$ cat config.mk
export PLATFORM = sky130hd
export DESIGN_NAME = alu_program_sequencer
export DESIGN_NICKNAME = d
export VERILOG_FILES = /design/src/rtl/alu_seq_pkg.sv /design/src/rtl/alu_seq_prog_mem.sv /design/src/rtl/alu_program_sequencer.sv
export SDC_FILE = /design/constraint.sdc
export NUM_CORES = 1
export LEC_CHECK = 0
export ABC_CLOCK_PERIOD_IN_PS = 2940
export BUFFER_PORTS_ARGS = -buffer_cell sky130_fd_sc_hd__buf_2
export CAP_MARGIN = 20
export CORE_MARGIN = 1.5
export CORE_UTILIZATION = 41
export CTS_CLUSTER_DIAMETER = 80
export DETAILED_ROUTE_END_ITERATION = 12
export HOLD_SLACK_MARGIN = 0.08
export PLACE_DENSITY = 0.68
export SLEW_MARGIN = 5
export SYNTH_ARGS = -nofsm -noshare
export SYNTH_HDL_FRONTEND = slang
export SYNTH_SLANG_ARGS = --single-unit
$ cat constraint.sdc
create_clock -name clk -period 2.94 [get_ports clk]
set_input_delay 0.294 -clock clk [delete_from_list [all_inputs] [get_ports clk]]
set_output_delay 0.294 -clock clk [all_outputs]
set_load 0.05 [all_outputs]
$ cat src/rtl/alu_seq_pkg.sv
`default_nettype none
// ============================================================================
//  Module      : alu_seq_pkg
//  Description : Shared types for the ALU program sequencer: ALU opcode,
//                8-bit instruction word layout and sequencer FSM states.
//  Revision    : 1.0  initial release
// ============================================================================
package alu_seq_pkg;

    // ALU select driven to the W/B datapath
    typedef enum logic [1:0] {
        ALU_ADD = 2'd0,
        ALU_SUB = 2'd1,
        ALU_MUL = 2'd2,
        ALU_DIV = 2'd3
    } alu_op_e;

    // Instruction word, MSB first: {halt, rpt[2:0], load_w, cnt, op[1:0]}
    typedef struct packed {
        logic       halt;
        logic [2:0] rpt;
        logic       load_w;
        logic       cnt;
        alu_op_e    op;
    } alu_instr_t;

    // Sequencer FSM states
    typedef enum logic [1:0] {
        S_IDLE = 2'd0,
        S_RUN  = 2'd1,
        S_DONE = 2'd2
    } seq_state_e;

endpackage
`default_nettype wire

$ cat src/rtl/alu_seq_prog_mem.sv
`default_nettype none
// ============================================================================
//  Module      : alu_seq_prog_mem
//  Description : DEPTH x instruction register array. Synchronous write,
//                combinational read, synchronous clear on reset.
//  Revision    : 1.0  initial release
// ============================================================================
module alu_seq_prog_mem
    import alu_seq_pkg::*;
#(
    parameter int DEPTH = 16
) (
    input  logic                     clk,
    input  logic                     reset,
    input  logic                     i_we,
    input  logic [$clog2(DEPTH)-1:0] i_waddr,
    input  alu_instr_t               i_wdata,
    input  logic [$clog2(DEPTH)-1:0] i_raddr,
    output alu_instr_t               o_rdata
);

    alu_instr_t r_mem [DEPTH];

    // Store update: reset wipes every word, otherwise write the addressed word
    always_ff @(posedge clk) begin
        if (reset) begin
            for (int i = 0; i < DEPTH; i++) begin
                r_mem[i] <= '0;
            end
        end else if (i_we) begin
            r_mem[i_waddr] <= i_wdata;
        end
    end

    assign o_rdata = r_mem[i_raddr];

endmodule
`default_nettype wire

$ cat src/rtl/alu_program_sequencer.sv
`default_nettype none
// ============================================================================
//  Module      : alu_program_sequencer
//  Description : Loadable-program controller for the W/B accumulator ALU.
//                Steps through the instruction store on start, holding each
//                instruction rpt+1 cycles, and pulses done after a halt
//                instruction or the last store word.
//  Revision    : 1.0  initial release
// ============================================================================
module alu_program_sequencer
    import alu_seq_pkg::*;
#(
    parameter int DEPTH = 16
) (
    input  logic                     clk,
    input  logic                     reset,
    input  logic                     i_prog_we,
    input  logic [$clog2(DEPTH)-1:0] i_prog_addr,
    input  logic [7:0]               i_prog_data,
    input  logic                     i_start,
    output logic [1:0]               o_op,
    output logic                     o_cnt,
    output logic                     o_load_w,
    output logic                     o_busy,
    output logic                     o_done,
    output logic                     o_wr_reject
);

    localparam int            AW        = $clog2(DEPTH);
    localparam logic [AW-1:0] C_LAST_PC = AW'(DEPTH - 1);

    seq_state_e    r_state;
    seq_state_e    w_state_next;
    logic [AW-1:0] r_pc;
    logic [AW-1:0] w_pc_next;
    logic [2:0]    r_rpt_cnt;
    logic [2:0]    w_rpt_next;
    logic          r_wr_reject;
    logic          w_mem_we;
    logic          w_last_rep;
    alu_instr_t    w_cur;

    // Writes only land while idle; a run always sees a stable program
    assign w_mem_we = i_prog_we && (r_state == S_IDLE);

    alu_seq_prog_mem #(
        .DEPTH (DEPTH)
    ) u_prog_mem (
        .clk     (clk),
        .reset   (reset),
        .i_we    (w_mem_we),
        .i_waddr (i_prog_addr),
        .i_wdata (alu_instr_t'(i_prog_data)),
        .i_raddr (r_pc),
        .o_rdata (w_cur)
    );

    assign w_last_rep = (r_rpt_cnt == w_cur.rpt);

    // State, program counter and repeat counter registers
    always_ff @(posedge clk) begin
        if (reset) begin
            r_state   <= S_IDLE;
            r_pc      <= '0;
            r_rpt_cnt <= '0;
        end else begin
            r_state   <= w_state_next;
            r_pc      <= w_pc_next;
            r_rpt_cnt <= w_rpt_next;
        end
    end

    // Next-state sequencing and control decode
    always_comb begin
        w_state_next = r_state;
        w_pc_next    = r_pc;
        w_rpt_next   = r_rpt_cnt;
        o_op         = 2'd0;
        o_cnt        = 1'b0;
        o_load_w     = 1'b0;
        o_busy       = 1'b0;
        o_done       = 1'b0;
        case (r_state)
            S_IDLE: begin
                if (i_start) begin
                    w_state_next = S_RUN;
                    w_pc_next    = '0;
                    w_rpt_next   = '0;
                end
            end
            S_RUN: begin
                o_op     = w_cur.op;
                o_cnt    = w_cur.cnt;
                o_load_w = w_cur.load_w;
                o_busy   = 1'b1;
                if (w_last_rep) begin
                    w_rpt_next = '0;
                    // Halt and the last store word both end the run; pc never wraps
                    if (w_cur.halt || (r_pc == C_LAST_PC)) begin
                        w_state_next = S_DONE;
                    end else begin
                        w_pc_next = r_pc + 1'b1;
                    end
                end else begin
                    w_rpt_next = r_rpt_cnt + 3'd1;
                end
            end
            S_DONE: begin
                o_busy       = 1'b1;
                o_done       = 1'b1;
                w_state_next = S_IDLE;
            end
            default: begin
                w_state_next = S_IDLE;
            end
        endcase
    end

    // Flag program writes attempted while busy, one cycle after the strobe
    always_ff @(posedge clk) begin
        if (reset) begin
            r_wr_reject <= 1'b0;
        end else begin
            r_wr_reject <= i_prog_we && (r_state != S_IDLE);
        end
    end

    assign o_wr_reject = r_wr_reject;

endmodule
`default_nettype wire

==> results of run 1 <==
[metrics by stage]
step | total power [W] | utilization, % | hold slack (ns) | instances
4_1_cts | 0.00531 | 49.6 | 0.226 | 739
6_report | 0.00529 | 49.6 | 0.222 | 739
3_3_place_gp | 0.00277 | 45.2 | 0.500 | 707
5_1_grt | 0.00544 | 49.6 | 0.231 | 739
2_1_floorplan | 0.00263 | - | 0.445 | 470
3_5_place_dp | 0.00278 | 45.2 | 0.502 | 707
[final cells by class]
type | count | share of cell area [%]
Sequential cell | 142 | 52.2
Multi-Input combinational cell | 300 | 31.4
Clock buffer | 18 | 5.43
Timing Repair Buffer | 45 | 3.90
Tap cell | 216 | 3.42
Clock inverter | 14 | 3.41
Inverter | 4 | 0.190
[cells in the mapped netlist, types with 2 or more instances]
cell type	number	area, sq um
a31oi_1	6	37.5
a21oi_1	6	30.0
nand3_1	9	45.0
clkbuf_1	15	56.3
mux2i_1	23	230
nand2_1	13	48.8
and2_1	133	832
inv_1	4	15.0
o21ai_0	2	10.0
o31a_1	2	17.5
buf_2	5	25.0
nor2b_1	2	12.5
mux4_2	32	721
dfxtp_1	14	280
nor2_1	17	63.8
ha_1	5	62.6
xnor2_1	4	35.0
nand2b_1	6	37.5
buf_1	2	7.51
nor3_1	4	20.0
or2_2	17	106
nand4_1	3	18.8
buf_6	2	22.5
edfxtp_1	128	3840
[layer usage]
layer | GRT usage, % | wire length (um)
met4 | 5.99 | 165
met2 | 30.6 | 7540
met3 | 3.51 | 774
met1 | 23.6 | 6220
met5 | 0 | 0
[how the worst max path moves through the flow]
| stage | startpoint | end | slack, ns | cells past startpoint |
|---|---|---|---|---|
| floorplan | register | o_cnt | 0.25 | 6 |
| global placement | register | register | 0.32 | 8 |
| detailed placement | register | register | 0.30 | 8 |
| CTS | register | o_cnt | 0.08 | 6 |
| global route | register | o_load_w | 0.01 | 6 |
| finish | register | o_op[1] | 0.11 | 6 |
[critical path, stage by stage, from the launching register on]
cell and delay, ns:
dfxtp_1 0.44, buf_4 0.21, buf_4 0.22, mux4_2 0.36, mux4_2 0.46, and2_1 0.20
buf_2 0.22
[registers in the layout (all words and copies together), names as in the netlist, named ones only]
name,count
u_prog_mem.r_mem,128
r_pc,4
r_rpt_cnt,3
r_state,2
o_wr_reject,1
[cells by family after synthesis]
logic type / share of synthesized area, %
DFF: 61.2
buffers and inverters: 1.88
adders and majority gates: 0.929
muxes: 14.5
and+or+nand+nor: 18.4
xor gates and xnor gates: 0.520
AOI/OAI and AO/OA: 2.51
[power breakdown]
part           internal (W)  switching [W]
Clock               0.00175       0.000799
Combinational      0.000153       0.000278
Sequential          0.00228      0.0000310
[cell usage in the layout (no fill, tap or decap), types with 4 or more instances in the layout]
cell,n
dfxtp_1,13
nor2_1,17
a21oi_1,6
nand2_1,13
mux4_2,32
clkbuf_16,17
nand3_1,9
buf_4,21
edfxtp_1,128
nor3_1,4
ha_1,5
nand2b_1,6
bufinv_16,8
and2_1,133
mux2i_1,23
xnor2_1,4
buf_2,22
a31oi_1,6
or2_2,17
inv_1,4
==> flow_metrics.env, run 1 <==
export IMPL_crit_fanout=9
export IMPL_worstSetupPathType="register to output pin"
export IMPL_cts_resized=0
export IMPL_min_path_cells=3
export IMPL_ir_drop_mv=0.402
export IMPL_fin_skew_ns=0.00808
export IMPL_vias_per_cell=5.33
export IMPL_cts_root_buf="clkbuf_16"
export IMPL_drc_errors=0
export IMPL_fin_ws_ns=0.107
export IMPL_n_fill_cell=1352
export IMPL_pre_cts_ws_ns=0.304
export IMPL_worstHoldStart="i_prog_we"
export IMPL_synth_seq_cells=142
export IMPL_final_area_sq_mm=0.00790
export IMPL_slew_headroom_pct=36.6
export IMPL_h_tree_depth=4
export IMPL_drt_total_wl_mm=14.7
export IMPL_num_antenna_cells=0
export IMPL_synth_edf_count=128
export IMPL_cts_path_max_buffers=2
export IMPL_rows=46
export IMPL_slew_violations=0
export IMPL_routabilityCongestion=0.880
export IMPL_cp_start_kind="register"
export IMPL_cellPowerDensity_mw_per_mm2=669
export IMPL_cts_buffers=17
export IMPL_finalSetupViolCount=0
export IMPL_drt_wirelength_per_cell_um=19.9
export IMPL_register_area_sq_mm=0.00413
export IMPL_area_delta_synth_final_pct=17.3
export IMPL_rsz0062_at_grt="false"
export IMPL_hold_end="o_wr_reject"
export IMPL_io_pins=23
export IMPL_setup_tns_ns=0
export IMPL_grt_antenna_before_repair=0
export IMPL_cts_setup_buffers=0
export IMPL_netlist_area_sq_mm=0.00673
export IMPL_yosys_warnings=0
export IMPL_outcome="finished, final reports clean"
export IMPL_post_dp_hpwl_mm=10.1
export IMPL_initial_core_util_pct=42.2
export IMPL_die_width_um=131
export IMPL_cts_sinks=142
export IMPL_netlist_instances=470
export IMPL_gr_total_overflow=0
export IMPL_syn_mean_instance_area_sq_um=14.3
export IMPL_post_route_min_period_ns=2.83
export IMPL_worstPathRequired_ns=2.65
export IMPL_r2r_slack_ns=0.29
export IMPL_die_area_sq_mm=0.0172
export IMPL_tightestPinTransition_ns=0.943
export IMPL_grt_start_max_net_pins=35
export IMPL_arrival_ns=2.54
export IMPL_drtIter0Drc=317
export IMPL_dr_pass1_iters=5
export IMPL_num_vias=3936
export IMPL_hp_class="primary input to register"
export IMPL_ctsHoldBuffers=0
export IMPL_rr_worst_depth=8
export IMPL_ys_types=40
export IMPL_clk_pin_slew_ns=0.06
export IMPL_end_kind="output pin"
export IMPL_multi_input_area_sq_mm=0.00248
export IMPL_hold_viol_final=0
export IMPL_grt_pass1_vias=3969
export IMPL_coreArea_sq_mm=0.0159
export IMPL_dieHeight_um=131
export IMPL_grt_pass1_wl_mm=23.1
export IMPL_synth_main_ff_cell="edfxtp_1"
export IMPL_track_usage_pct=18.2
export IMPL_fmax_mhz=353
export IMPL_finalCritPeriodShare_pct=96.4
export IMPL_syn_nets=491
export IMPL_p_leak_nw=2.85
export IMPL_cts_tree="built"
export IMPL_dpl_cell_area_sq_mm=0.00720
export IMPL_synthArstFlopShare_pct=0
export IMPL_drive_gt1_share_pct=24.5
export IMPL_nets=531
export IMPL_seq_area_frac_synth_pct=61.2
export IMPL_port_buffers=22
export IMPL_cap_violations=0
export IMPL_ant_nets=0
export IMPL_clk_latency_ns=0.42
Power figures use the tool's default switching activity.
==> inputs of run 2 (changes only) <==
ABC_CLOCK_PERIOD_IN_PS = 2350   (was 2940)
PLACE_DENSITY = 0.7   (was 0.68)
clock period = 2.35 ns   (was 2.94 ns; I/O delays follow)
==> flow_metrics.env, run 2 (synthesis results as in run 1) <==
export IMPL_io_pins=23
export IMPL_worst_hold_slack_ns=0.210
export IMPL_rsz0062_at_grt="true"
export IMPL_clk_pin_slew_ns=0.06
export IMPL_power_w=0.00602
export IMPL_outcome="finished, violations left"
export IMPL_rows=46
export IMPL_crit_fanout=6
export IMPL_finalCritPeriodShare_pct=111
export IMPL_grt_antenna_before_repair=0
export IMPL_ant_nets=0
export IMPL_violations="setup timing"
export IMPL_regMostFlops="u_prog_mem.r_mem"
export IMPL_initial_core_util_pct=42.2
export IMPL_drt_wirelength_per_cell_um=20.3
export IMPL_dr_pass1_iters=5
export IMPL_grt_pass1_wl_mm=24.1
export IMPL_nets=555
export IMPL_cap_violations=0
export IMPL_vias_per_cell=5.28
export IMPL_multi_input_area_sq_mm=0.00256
export IMPL_hp_class="primary input to register"
export IMPL_n_fill_cell=1334
export IMPL_dieHeight_um=131
export IMPL_arrival_ns=2.37
export IMPL_layout_common_cells="and2_1 (129), edfxtp_1 (128), buf_4 (35), mux4_2 (32), mux2i_1 (22)"
export IMPL_cellPowerDensity_mw_per_mm2=741
export IMPL_worstSetupPathType="register to output pin"
export IMPL_gr_total_overflow=0
export IMPL_coreArea_sq_mm=0.0159
export IMPL_die_area_sq_mm=0.0172
export IMPL_p_leak_nw=2.94
export IMPL_area_delta_synth_final_pct=20.7
export IMPL_ctsHoldBuffers=0
export IMPL_grt_start_max_net_pins=31
export IMPL_num_antenna_cells=0
export IMPL_tightestPinTransition_ns=0.407
export IMPL_routabilityCongestion=0.847
export IMPL_post_route_min_period_ns=2.61
export IMPL_h_tree_depth=4
export IMPL_reg_largest_list="u_prog_mem.r_mem (128), r_pc (4), r_rpt_cnt (3)"
export IMPL_drive_gt1_share_pct=31.3
export IMPL_layout_commonest_cell="and2_1"
export IMPL_worstPathRequired_ns=2.12
export IMPL_finalSetupViolCount=14
export IMPL_drt_total_wl_mm=15.5
export IMPL_fin_skew_ns=0.0103
export IMPL_slew_violations=0
export IMPL_num_vias=4032
export IMPL_cts_buffers=17
export IMPL_end_kind="output pin"
export IMPL_fmax_mhz=384
export IMPL_drc_errors=0
export IMPL_die_width_um=131
export IMPL_grt_pass1_vias=4104
export IMPL_fin_ws_ns=-0.256
export IMPL_ir_drop_mv=0.636
export IMPL_register_area_sq_mm=0.00413
export IMPL_port_buffers=22
export IMPL_cts_tree="built"
export IMPL_drtIter0Drc=442
export IMPL_clk_latency_ns=0.43
export IMPL_post_dp_hpwl_mm=10.7
export IMPL_cts_sinks=142
export IMPL_hold_viol_final=0
export IMPL_slew_headroom_pct=72.8
export IMPL_cts_path_max_buffers=2
export IMPL_track_usage_pct=19.0
export IMPL_cp_start_kind="register"
export IMPL_largest_reg_flops=128
export IMPL_cts_root_buf="clkbuf_16"
## run 2: area by class of cell
type | instances | area share (%)
repair buffers | 69 | 7.42
flip-flops and latches | 142 | 50.8
well taps | 216 | 3.33
inverters | 4 | 0.185
multi-input cells | 300 | 31.5
clock inverters | 15 | 1.57
clock buffers | 17 | 5.24
## run 2: what timing repair did
item                                    4_1_cts  5_1_grt
resized for setup                            28        9
gates cloned                                  0        0
endpoints found under the setup margin       14       25
pin swaps                                    10        7
buffers inserted                              8        1
## run 2: metrics by stage
stage	TNS (ns)	instances	cell area (sq um)	worst slack (ns)	util, %
floorplan	-0.00469	470	6770	-0.00469	-
global placement	-0.620	722	7350	-0.157	46.1
detailed placement	-0.981	722	7350	-0.190	46.1
CTS	-2.18	762	8080	-0.278	50.7
global route	-3.74	763	8130	-0.330	51.0
finish	-2.19	763	8130	-0.256	51.0
## run 2: where the power goes
part	internal, W	switching, W
Combinational	0.000262	0.000379
Clock	0.00138	0.00112
Sequential	0.00285	0.0000365
## run 2: worst max-delay path: stages, from the launching register on
cell and delay [ns]:
dfxtp_4 0.37, buf_12 0.13, buf_8 0.13, mux4_2 0.53, mux4_2 0.48, and2_4 0.17
buf_8 0.14
## run 2: worst paths after layout
kind	endpoint	from	cells after the start	slack, ns
worst max register to register	register	register	9	-0.22
worst max-delay path	o_op[1]	register	6	-0.26
worst min register to register	r_state[0]	r_state[0]	2	0.52
worst min-delay path	o_wr_reject	i_prog_we	3	0.21
## run 2: metal layers
metal | part of all wire (%) | routed length, um | vias to the layer above | track usage, %
met1 | 41 | 6420 | 2014 | 25.2
met2 | 51 | 7890 | 146 | 31.0
met3 | 6.5 | 1010 | 14 | 4.05
met4 | 1.3 | 194 | 0 | 6.43
met5 | 0 | 0 | - | 0
li1 | - | - | 1858 | -
==> inputs of run 3 (changes only) <==
--- a/config.mk
+++ b/config.mk
@@ -15,5 +15,4 @@
 export HOLD_SLACK_MARGIN = 0.08
 export PLACE_DENSITY = 0.7
-export SLEW_MARGIN = 5
 export SYNTH_ARGS = -nofsm -noshare
 export SYNTH_HDL_FRONTEND = slang
==> constraint.sdc (replaced) <==
create_clock -name clk -period 2.35 [get_ports clk]
set_input_delay 0 -clock clk [delete_from_list [all_inputs] [get_ports clk]]
set_output_delay 0 -clock clk [all_outputs]
set_load 0.05 [all_outputs]
==> flow_metrics.env, run 3 (synthesis results as in run 1) <==
export IMPL_cap_violations=0
export IMPL_h_tree_depth=4
export IMPL_die_width_um=131
export IMPL_fin_util_pct=51.4
export IMPL_finalCritPeriodShare_pct=107
export IMPL_num_vias=4044
export IMPL_slew_headroom_pct=57.3
export IMPL_cts_root_buf="clkbuf_16"
export IMPL_post_route_min_period_ns=2.51
export IMPL_dpl_cell_area_sq_mm=0.00732
export IMPL_gr_total_overflow=0
export IMPL_cpMaxStageDelayCell="mux4_2"
export IMPL_ant_nets=0
export IMPL_drive_gt1_share_pct=30.4
export IMPL_rsz0062_at_grt="true"
export IMPL_cts_path_max_buffers=2
export IMPL_grt_pass1_wl_mm=24.2
export IMPL_r2r_slack_ns=-0.16
export IMPL_cp_depth=8
export IMPL_grt_pass1_vias=4272
export IMPL_reg_largest_list="u_prog_mem.r_mem (128), r_pc (4), r_rpt_cnt (3)"
export IMPL_cellPowerDensity_mw_per_mm2=776
export IMPL_rows=46
export IMPL_slowest_delay_ns=0.50
export IMPL_violations="setup timing"
export IMPL_worstPathRequired_ns=2.69
export IMPL_cts_tree="built"
export IMPL_cp_start_kind="register"
export IMPL_worstSetupPathType="register to register"
export IMPL_post_dp_hpwl_mm=10.5
export IMPL_drtIter0Drc=434
export IMPL_track_usage_pct=19.1
export IMPL_drc_errors=0
export IMPL_fmax_mhz=398
export IMPL_grt_start_max_net_pins=32
export IMPL_dieHeight_um=131
export IMPL_ir_drop_mv=0.653
export IMPL_hp_class="primary input to register"
export IMPL_dr_pass1_iters=5
export IMPL_io_pins=23
export IMPL_initial_core_util_pct=42.2
export IMPL_crit_chain="buf_6, mux2i_1, mux4_2, xnor2_2, o32ai_4, nand3_2, or4_4, a31oi_4"
export IMPL_die_area_sq_mm=0.0172
export IMPL_cts_sinks=142
export IMPL_p_leak_nw=2.98
export IMPL_n_fill_cell=1342
export IMPL_largest_reg_flops=128
export IMPL_routabilityCongestion=0.809
export IMPL_fin_skew_ns=0.00727
export IMPL_hold_viol_final=0
export IMPL_drt_wirelength_per_cell_um=20.5
export IMPL_critical_path_top_delay_family="multiplexers"
export IMPL_drt_total_wl_mm=15.7
export IMPL_outcome="finished, violations left"
export IMPL_layout_common_cells="and2_1 (129), edfxtp_1 (128), buf_4 (36), mux4_2 (32), mux2i_1 (20)"
export IMPL_area_delta_synth_final_pct=21.7
export IMPL_arrival_ns=2.85
export IMPL_final_area_sq_mm=0.00819
export IMPL_slew_violations=0
export IMPL_rr_worst_depth=8
export IMPL_coreArea_sq_mm=0.0159
export IMPL_num_antenna_cells=0
export IMPL_pre_cts_ws_ns=-0.137
export IMPL_crit_buf_inv=1
export IMPL_end_kind="register"
export IMPL_finalSetupViolCount=8
export IMPL_layout_commonest_cell="and2_1"
export IMPL_crit_fanout=6
export IMPL_clk_latency_ns=0.42
export IMPL_vias_per_cell=5.28
export IMPL_cts_buffers=17
export IMPL_clk_pin_slew_ns=0.06
export IMPL_grt_antenna_before_repair=0
export IMPL_fin_ws_ns=-0.164
export IMPL_port_buffers=22
export IMPL_nets=558
export IMPL_tightestPinTransition_ns=0.640
export IMPL_regMostFlops="u_prog_mem.r_mem"
==> run 3: changes by cell type in the layout (fill, tap and decap cells not counted), moves of 2 or more <==
cell / change
clkinvlp_4: -4
mux2i_1: -2
mux2i_2: +2
buf_6: +4
buf_12: -2
buf_8: -6
dlygate4sd3_1: +6
inv_6: -5
bufinv_16: +4
clkinv_1: +4
==> run 3: timing repair <==
action,4_1_cts,5_1_grt
setup endpoints to repair,11,25
hold buffers,6,0
pin swaps,6,12
endpoints found under the hold margin,44,0
gates resized for setup,17,21
buffers inserted,6,4
==> run 3: power breakdown <==
part / internal, W / leakage (nW) / total, W / switching (W)
combinational: 0.000262 / 1.25 / 0.000637 / 0.000376
sequential: 0.00285 / 1.44 / 0.00289 / 0.0000413
clock: 0.00178 / 0.297 / 0.00283 / 0.00105
==> run 3: routing by layer <==
metal  part of all wire [%]  global-route usage, %  vias up
met5                      0                      0        -
met4                    1.1                   5.56        0
met3                    4.2                   4.17       15
met2                     51                   32.9      111
met1                     43                   24.3     2055
li1                       -                      -     1863
==> run 3: per-stage QoR <==
stage          total power, W  hold WS [ns]  setup TNS, ns  instances
6_report              0.00636        0.0917          -1.03        766
4_1_cts               0.00635        0.0847          -1.46        764
2_1_floorplan         0.00330         0.151        -0.0133        470
3_3_place_gp          0.00348         0.365         -0.171        720
3_5_place_dp          0.00351         0.369         -0.435        720
5_1_grt               0.00655        0.0960          -2.36        766
==> run 3: layout make-up <==
type / count / area (sq um) / share of cell area (%)
sequential: 142 / 4130 / 50.4
multi-input combinational: 300 / 2570 / 31.4
timing repair buffer: 72 / 586 / 7.15
clock buffer: 18 / 429 / 5.24
tap: 216 / 270 / 3.30
clock inverter: 14 / 189 / 2.31
inverter: 4 / 15.0 / 0.183
==> run 3: worst min path at each step <==
stage / depth (start not counted) / startpoint / end / slack [ns]
3_3_place_gp: 3 / i_prog_we / o_wr_reject / 0.37
6_report: 2 / i_prog_data[6] / u_prog_mem.r_mem[7][6] / 0.09
3_5_place_dp: 3 / i_prog_we / o_wr_reject / 0.37
4_1_cts: 2 / i_prog_data[6] / u_prog_mem.r_mem[7][6] / 0.08
5_1_grt: 2 / i_prog_data[6] / u_prog_mem.r_mem[7][6] / 0.1
2_1_floorplan: 2 / i_prog_we / o_wr_reject / 0.15
